==> src/rtl/spi_reg_bridge.sv <==
// SPI mode-0 slave that turns 40-bit host frames (cmd, addr, data) into single-cycle
// register-file accesses; SPI is oversampled in clk_i, so there is no second clock domain.
//   state   | meaning
//   IDLE    | waiting for chip select
//   CMD     | shifting in the command byte (bits 1-8)
//   ADDR    | shifting in the address (bits 9-24)
//   RD_WAIT | read strobe issued, waiting for set_rd_data_en
//   DATA    | data phase (bits 25-40): write shift-in or read shift-out
//   DONE    | frame complete, SCLK ignored until CS deasserts
module spi_reg_bridge #(
  parameter int unsigned SYNC_STAGES  = 2,
  parameter logic [7:0]  CMD_WR       = 8'h02,
  parameter logic [7:0]  CMD_RD       = 8'h03,
  parameter logic [15:0] RD_FAIL_DATA = 16'hDEAD
) (
  input  logic        clk_i,
  input  logic        reset_n_i,
  input  logic        spi_sclk,
  input  logic        spi_cs_n,
  input  logic        spi_mosi,
  output logic        spi_miso,
  output logic        spi_miso_oe,
  output logic        set_wr_en,
  output logic [15:0] set_wr_addr,
  output logic [15:0] set_wr_data,
  output logic        set_rd_en,
  output logic [15:0] set_rd_addr,
  input  logic [15:0] set_rd_data,
  input  logic        set_rd_data_en,
  output logic        busy,
  output logic        frame_err
);

  typedef enum logic [2:0] {IDLE, CMD, ADDR, RD_WAIT, DATA, DONE} state_t;

  state_t state, state_nxt;

  logic [SYNC_STAGES-1:0] sclk_sync, cs_sync, mosi_sync, settle;
  logic        sclk_d, armed;
  logic        sclk_s, cs_act, mosi_s, rise, fall;
  logic [5:0]  cnt;
  logic [15:0] rx_q, rx_next, tx_q, tx_word, addr_q;
  logic [7:0]  cmd_q;
  logic        miso_q;
  logic        is_rd, is_wr, past_cmd, in_frame;
  logic        cnt_clr, cmd_ld, addr_ld, wr_go, rd_go, err_go;
  logic        tx_ld_rd, tx_ld_fail, miso_shift;

  // CS chain resets to "deasserted" so miso_oe is 0 in reset; armed blocks a frame
  // start until CS has been seen high with a fully refilled synchroniser.
  always_ff @(posedge clk_i or negedge reset_n_i) begin
    if (!reset_n_i) begin
      sclk_sync <= '0;
      cs_sync   <= '1;
      mosi_sync <= '0;
      settle    <= '0;
      sclk_d    <= 1'b0;
      armed     <= 1'b0;
    end else begin
      sclk_sync <= {sclk_sync[SYNC_STAGES-2:0], spi_sclk};
      cs_sync   <= {cs_sync[SYNC_STAGES-2:0], spi_cs_n};
      mosi_sync <= {mosi_sync[SYNC_STAGES-2:0], spi_mosi};
      settle    <= {settle[SYNC_STAGES-2:0], 1'b1};
      sclk_d    <= sclk_s;
      armed     <= armed | (settle[SYNC_STAGES-1] & cs_sync[SYNC_STAGES-1]);
    end
  end

  assign sclk_s  = sclk_sync[SYNC_STAGES-1];
  assign cs_act  = ~cs_sync[SYNC_STAGES-1];
  assign mosi_s  = mosi_sync[SYNC_STAGES-1];
  assign rise    = sclk_s & ~sclk_d;
  assign fall    = ~sclk_s & sclk_d;
  assign rx_next = {rx_q[14:0], mosi_s};

  assign is_rd    = (cmd_q == CMD_RD);
  assign is_wr    = (cmd_q == CMD_WR);
  assign past_cmd = state inside {ADDR, RD_WAIT, DATA, DONE};
  assign in_frame = state inside {CMD, ADDR, RD_WAIT, DATA};

  always_ff @(posedge clk_i or negedge reset_n_i) begin
    if (!reset_n_i) state <= IDLE;
    else            state <= state_nxt;
  end

  always_comb begin
    state_nxt  = state;
    cnt_clr    = 1'b0;
    cmd_ld     = 1'b0;
    addr_ld    = 1'b0;
    wr_go      = 1'b0;
    rd_go      = 1'b0;
    err_go     = 1'b0;
    tx_ld_rd   = 1'b0;
    tx_ld_fail = 1'b0;
    case (state)
      IDLE: begin
        if (armed && cs_act) begin
          state_nxt = CMD;
          cnt_clr   = 1'b1;
        end
      end
      CMD: begin
        if (rise && cnt == 6'd7) begin
          cmd_ld    = 1'b1;
          state_nxt = ADDR;
        end
      end
      ADDR: begin
        if (rise && cnt == 6'd23) begin
          addr_ld = 1'b1;
          if (is_rd) begin
            rd_go     = 1'b1;
            state_nxt = RD_WAIT;
          end else begin
            state_nxt = DATA;
          end
        end
      end
      RD_WAIT: begin
        if (set_rd_data_en) begin
          tx_ld_rd  = 1'b1;
          state_nxt = DATA;
        end else if (fall && cnt == 6'd24) begin
          tx_ld_fail = 1'b1;
          err_go     = 1'b1;
          state_nxt  = DATA;
        end
      end
      DATA: begin
        if (rise && cnt == 6'd39) begin
          wr_go     = is_wr;
          state_nxt = DONE;
        end
      end
      DONE: ;
      default: state_nxt = IDLE;
    endcase
    // CS release wins over everything, including a 40th edge seen in the same cycle.
    if (state != IDLE && !cs_act) begin
      state_nxt  = IDLE;
      wr_go      = 1'b0;
      rd_go      = 1'b0;
      tx_ld_rd   = 1'b0;
      tx_ld_fail = 1'b0;
      err_go     = (cnt != 6'd0 && cnt != 6'd40) || (past_cmd && !is_rd && !is_wr);
    end
  end

  assign tx_word    = tx_ld_rd ? set_rd_data : (tx_ld_fail ? RD_FAIL_DATA : tx_q);
  assign miso_shift = fall && (cnt >= 6'd24) &&
                      ((state == DATA && is_rd) || tx_ld_rd || tx_ld_fail);

  always_ff @(posedge clk_i or negedge reset_n_i) begin
    if (!reset_n_i) begin
      cnt         <= '0;
      rx_q        <= '0;
      tx_q        <= '0;
      cmd_q       <= '0;
      addr_q      <= '0;
      miso_q      <= 1'b0;
      set_wr_en   <= 1'b0;
      set_wr_addr <= '0;
      set_wr_data <= '0;
      set_rd_en   <= 1'b0;
      set_rd_addr <= '0;
      frame_err   <= 1'b0;
    end else begin
      set_wr_en <= wr_go;
      set_rd_en <= rd_go;
      frame_err <= err_go;
      if (cnt_clr) begin
        cnt  <= '0;
        rx_q <= '0;
      end else if (rise && in_frame) begin
        cnt  <= cnt + 6'd1;
        rx_q <= rx_next;
      end
      if (cmd_ld)  cmd_q  <= rx_next[7:0];
      if (addr_ld) addr_q <= rx_next;
      if (rd_go)   set_rd_addr <= rx_next;
      if (wr_go) begin
        set_wr_addr <= addr_q;
        set_wr_data <= rx_next;
      end
      if (state == IDLE) begin
        tx_q   <= '0;
        miso_q <= 1'b0;
      end else if (miso_shift) begin
        miso_q <= tx_word[15];
        tx_q   <= {tx_word[14:0], 1'b0};
      end else if (tx_ld_rd) begin
        tx_q <= set_rd_data;
      end
    end
  end

  assign spi_miso    = (state == DATA && is_rd) ? miso_q : 1'b0;
  assign spi_miso_oe = cs_act;
  assign busy        = (state != IDLE);

endmodule

==> config.mk <==
export PLATFORM = sky130hd
export DESIGN_NAME = spi_reg_bridge
export DESIGN_NICKNAME = d
export VERILOG_FILES = /design/src/rtl/spi_reg_bridge.sv
export SDC_FILE = /design/constraint.sdc
export NUM_CORES = 1
export LEC_CHECK = 0
export CAP_MARGIN = 20
export CORE_AREA = 10 10 135 113
export CTS_BUF_LIST = sky130_fd_sc_hd__clkbuf_8 sky130_fd_sc_hd__clkbuf_16
export CTS_CLUSTER_SIZE = 25
export DETAILED_ROUTE_END_ITERATION = 10
export DIE_AREA = 0 0 145 123
export DONT_BUFFER_PORTS = 1
export GPL_TIMING_DRIVEN = 0
export PLACE_DENSITY = 0.56
export SLEW_MARGIN = 20
export SYNTH_ARGS = -nofsm -noshare
export SYNTH_HDL_FRONTEND = slang
export SYNTH_SLANG_ARGS = --single-unit
export TNS_END_PERCENT = 5
==> constraint.sdc <==
create_clock -name clk_i -period 3.56 [get_ports clk_i]
set_input_delay 0.178 -clock clk_i [delete_from_list [all_inputs] [get_ports clk_i]]
set_output_delay 0.178 -clock clk_i [all_outputs]
set_load 0.02 [all_outputs]
* After elaboration in Yosys (flattened, before gate mapping)
Cells that the tools add are included.
** Cells by class
- Add/subtract/negate cells :: 1
- Order comparisons :: 1
- Eq/ne operators :: 18
- Multiplexer cells :: 42
- Bitwise logic cells :: 7
- Reductions and logical operators :: 27
** Operators with widths (number)
- $mux 16 :: 5
- $mux 15 :: 2
- $mux 1 :: 24
- $mux 3 :: 8
- $pmux 3 s6 :: 1
- $eq 8x2->1 const B :: 2
- $logic_and 1x1->1 :: 13
- $eq 6x5->1 const B :: 2
- $mux 6 :: 2
- $reduce_bool 4->1 :: 2
- $add 6x1->6 const B :: 1
- $eq 3x2->1 const B :: 2
- $eq 3x3->1 const B :: 2
- $eq 6x3->1 const B :: 1
- $eq 6x6->1 const B :: 1
- $ge 6x5->1 const B :: 1
- $ne 3x1->1 const B :: 2
- $ne 3x3->1 const B :: 2
- $ne 6x6->1 const B :: 1
- $reduce_and 6->1 :: 1
- $reduce_bool 3->1 :: 2
- $reduce_bool 6->1 :: 1
- $ne 4x2->1 const B :: 1
- $reduce_bool 2->1 :: 2
- other kinds (8) :: 15
** Storage, ports and cells
- Register bits :: 126
- Input bits :: 22
- Output and inout bits :: 54

* Logic depth before layout (Yosys ltp)
- Depth in word-level cells :: 11
- Gate-level depth with buffers :: 8
- Gate-level depth less buffers :: 7

* Least setup slack after synthesis
Ideal clock, no wire load.
- Path kind :: flip-flop to flip-flop
- Start :: register cnt[0]
- End :: register set_rd_addr[10]
- Arrival :: 2.025 ns
- Setup slack :: 1.410 ns
- Stages on the path, launching flop included :: 9
- Cells stage by stage :: dfrtp_1 -> ha_1 -> and4b_1 -> nand2_2 -> nor4_4 -> and3b_1 -> buf_6 -> buf_12 -> mux2_4
** On the way
- Longest elaborated chain between the ends :: 5
** RTL lines
- from (decl) :: RTL line 41 : logic [5:0] cnt;
- from (signal assigned) :: RTL line 176 : cnt <= cnt + 6'd1;
- $eq 6x5->1 :: RTL line 110 : if (rise && cnt == 6'd23) begin
- $logic_and 1x1->1 :: RTL line 110
- $mux 1 :: RTL line 110
- $mux 1 :: RTL line 96 : case (state)
- $mux 1 :: RTL line 140 : if (state != IDLE && !cs_act) begin
- named net rd_go :: RTL line 46 : logic cnt_clr, cmd_ld, addr_ld, wr_go, rd_go, err_go;
- to (signal assigned) :: RTL line 181 : if (rd_go) set_rd_addr <= rx_next;
- to (decl) :: RTL line 27 : output logic [15:0] set_rd_addr,
The timed path passes the listed nets, and every way through them passes these cells.
A chain may end at the register's enable or synchronous reset.

* Worst setup path in the final report
- Start :: register cmd_q[3]
- End :: register tx_q[5]
** On the way
- Longest elaborated chain between the ends :: 7
- Elaborated cells on any way between the ends :: 8
** RTL lines
- from (decl) :: RTL line 43 : logic [7:0] cmd_q;
- from (signal assigned) :: RTL line 179 : if (cmd_ld) cmd_q <= rx_next[7:0];
- $eq 8x2->1 * :: RTL line 76 : assign is_rd = (cmd_q == CMD_RD);
- $logic_and 1x1->1 * :: RTL line 152 : ((state == DATA && is_rd) || tx_ld_rd || tx_ld_fail);
- $logic_or 1x1->1 * (2 in a row) :: RTL line 152
- $logic_and 1x1->1 * :: RTL line 151 : assign miso_shift = fall && (cnt >= 6'd24) &&
- $mux 16 :: RTL line 189 : end else if (miso_shift) begin
- $mux 16 :: RTL line 186 : if (state == IDLE) begin
- to (signal assigned) :: RTL line 191 : tx_q <= {tx_word[14:0], 1'b0};
- to (signal assigned) :: RTL line 193 : tx_q <= set_rd_data;
- to (decl) :: RTL line 42 : logic [15:0] rx_q, rx_next, tx_q, tx_word, addr_q;
Mark *: on every way between the ends. The rest lies on a longest branch, timed or not.

==> summary.md <==
| Metric | Value |
|---|---|
| Status | completed |
| CTS tree | yes |
| Slew margin rel. | 0.506 |
| Htree depth | 4 |
| Area growth, synth to finish | 16.0% |
| Post-DR vias/cell | 5.55 |
| Routed wire length per instance | 19.7 um |
| Clk sink count | 126 |
| DIE WIDTH | 145 um |
| Total GRT Usage | 0.151 |
| Cell Count Post-Placement | 628 |
| FMAX | 348 MHz |
| Setup Fix Bufs, Post-CTS | 0 |
| # DRC | 0 |
| CP Max Fanout | 10 |
| Yosys cell types | 59 |
| Diode count | 0 |
| Slowest CP cell | nor4bb_1 |
| Sequential area share after synthesis | 0.570 |
| CTS Buffer Depth | 2 |
| Worst-Margin Slew | 735 ps |
| Critical path startpoint | cmd_q[3] |
| Ordered list of cells on the worst path | nor4bb_1, and4_1, clkbuf_1, a2bb2oi_1, buf_2, nand4_1, o21ai_0, dlygate4sd3_1 |
| Worst hold start | set_rd_data[15] |
| Pleak | 0.00297 uW |
| Slowest stage delay, CP | 570 ps |
| Final Hold Viols | 0 |
| Pre-CTS setup slack | 930 ps |
| Critical path class | reg2reg |
| First-pass GRT wire length | 21300 um |
| Routability cong. | 0.875 |
| Fin nets | 507 |
| Max-Cap Viols | 0 |
| Post-synth design cell area | 5530 um^2 |
| Clk_skew | 7.09 ps |
| Final period util | 0.807 |
| Drt total wl | 13200 um |
| Clock Root Buffer | clkbuf_16 |
| RSZ-0062 raised after global routing | false |
| Die ar. | 17800 um^2 |
| Via count | 3709 |
| Initial antenna violation count | 0 |
| Worst hold-check slack | 27.7 ps |
| Total grt overflow | 0 |
| Die Span Y | 123 um |
| Max-slew violation count | 0 |
| Floorplan core area | 12500 um^2 |
| Post-synth EDFFs | 0 |
| Share of post-route cells with drive strength above 1 | 0.256 |
| Row count | 37 |
| Worst IR Drop VDD | 342 uV |
| Num CTS Buffers | 17 |
| Endpoint arrival time on the critical path | 3160 ps |
| Clk_lat worst skew | 410 ps |
| Critical path capture point type | flip-flop |
| Number of top-level pins | 76 |
| Cells after Synth | 453 |
| Top FF cell, synth | dfrtp_1 |
| Critical path startpoint category | flip-flop |
| Pre-antenna DRT Iters | 5 |
| Post-Syn Area per Cell | 12.2 um^2 |
| Final setup vio count | 0 |
| Worst Path Required | 3850 ps |
| Worst setup slack after layout | 688 ps |
| Critical R2R Launch | cmd_q[3] |
| Min Clock Period, post-route | 2870 ps |
| Worst hold path type | in2reg |
| Number of global-route vias before repair | 3647 |
| Cell Pwr Density | 559 nW/um^2 |
| IO Port Bufs | 0 |
| Starting Density | 0.441 |
| Largest net degree at the start of global routing | 127 |
| HPWL after DPL | 8910 um |
| Clock transition at path regs | 60 ps |
| Synth Net Count | 477 |
| Post-route setup TNS | 0 ps |
| Synthesized flop and latch total | 126 |
| Post-route ant nets | 0 |
| DR iter-0 viols | 366 |
| Post-synth ARST share | 1.00 |
| Syn. warnings | 0 |
| Layout Cells excl Fill | 668 |
## cell families (layout without fill, tap and decap cells)
group | after synthesis | count (layout) | share of synthesized area
flops | 126 | 126 | 0.570
simple gates | 124 | 124 | 0.119
compound gates | 83 | 83 | 0.104
mux | 76 | 76 | 0.160
buf+inv | 34 | 74 | 0.0308
xor+xnor | 7 | 7 | 0.0111
fa+ha+maj | 2 | 2 | 0.00452
other cells | 1 | 1 | 0.000678
## worst paths after layout
check,to,slack [ps],cells after the start
max,tx_q[5],690,8
min,tx_q[15],30,3
max reg2reg,tx_q[5],690,8
min reg2reg,sclk_sync[1],350,0
max in group asynchronous,set_wr_data[2],2680,2
min in group asynchronous,tx_q[12],390,2
## sequential cells by signal (all words and copies together) (netlist names), 3 cells and up
register	cells
addr_q	16
set_rd_addr	16
set_wr_addr	16
set_wr_data	16
tx_q	16
rx_q	15
cmd_q	8
cnt	6
state	3
## layer usage
layer  global-route usage  routed length [um]  vias to the layer above
met5                    0                   0                        -
met2                0.210                5770                      121
met3               0.0610                 969                       12
met1                0.209                6320                     1871
met4               0.0510                 100                        0
li1                     -                   -                     1705
## worst max-delay path: cells and delay by family, from the launching register on
kind,cells,cell delay [ps]
DFF,1,390
AOI/OAI and AO/OA,2,320
buffers and inverters,3,1090
and+or+nand+nor,3,940
## cells in the mapped netlist, drive strengths merged (6+ instances only)
cell	instances	share of area
nand4	9	0.010
o22ai	7	0.0090
mux2	74	0.16
a21oi	15	0.014
inv	6	0.0041
dfrtp	124	0.56
nor2b	6	0.0068
clkbuf	12	0.0081
nand2b	6	0.0068
nor2	16	0.011
buf	15	0.018
nor3	6	0.0072
nand2	50	0.034
o21ai	22	0.020
o32ai	7	0.011
a2bb2oi	6	0.0095
nand3	11	0.010
## metrics by stage
stage / power (uW) / utilization / instance area (um^2)
floorplan: 1860 / - / 5530
global placement: 1980 / 0.458 / 5750
detailed placement: 1980 / 0.458 / 5750
CTS: 3620 / 0.512 / 6420
global route: 3770 / 0.512 / 6420
finish: 3590 / 0.512 / 6420
## report_power, final
| group | switching, uW | internal [uW] | total [uW] |
|---|---|---|---|
| Combinational | 321 | 134 | 455 |
| Clock | 591 | 991 | 1580 |
| Sequential | 66.1 | 1490 | 1550 |
## what timing repair did
item,4_1_cts,5_1_grt
hold buffers,11,0
hold endpoints to repair,134,0
resized for setup,0,0
## cells in the final DEF (no fill, tap or decap), types with 7 or more instances in the layout
cell type / count
dfrtp_1: 124
mux2_2: 64
nand2_1: 49
o21ai_0: 22
clkbuf_16: 17
nor2_1: 16
a21oi_1: 15
clkbuf_1: 12
buf_2: 12
nand3_1: 11
dlygate4sd3_1: 10
nand4_1: 9
mux2_4: 9
inv_1: 8
o32ai_1: 7
## area by class of cell
type	instances	area, um^2
Fill cell	1118	6130
Sequential cell	126	3160
Multi-Input combinational cell	293	2210
Clock buffer	20	467
Tap cell	175	219
Buffer	27	144
Timing Repair Buffer	11	128
Clock inverter	9	72.6
Inverter	7	26.3
(Power assumes the default switching activity.)
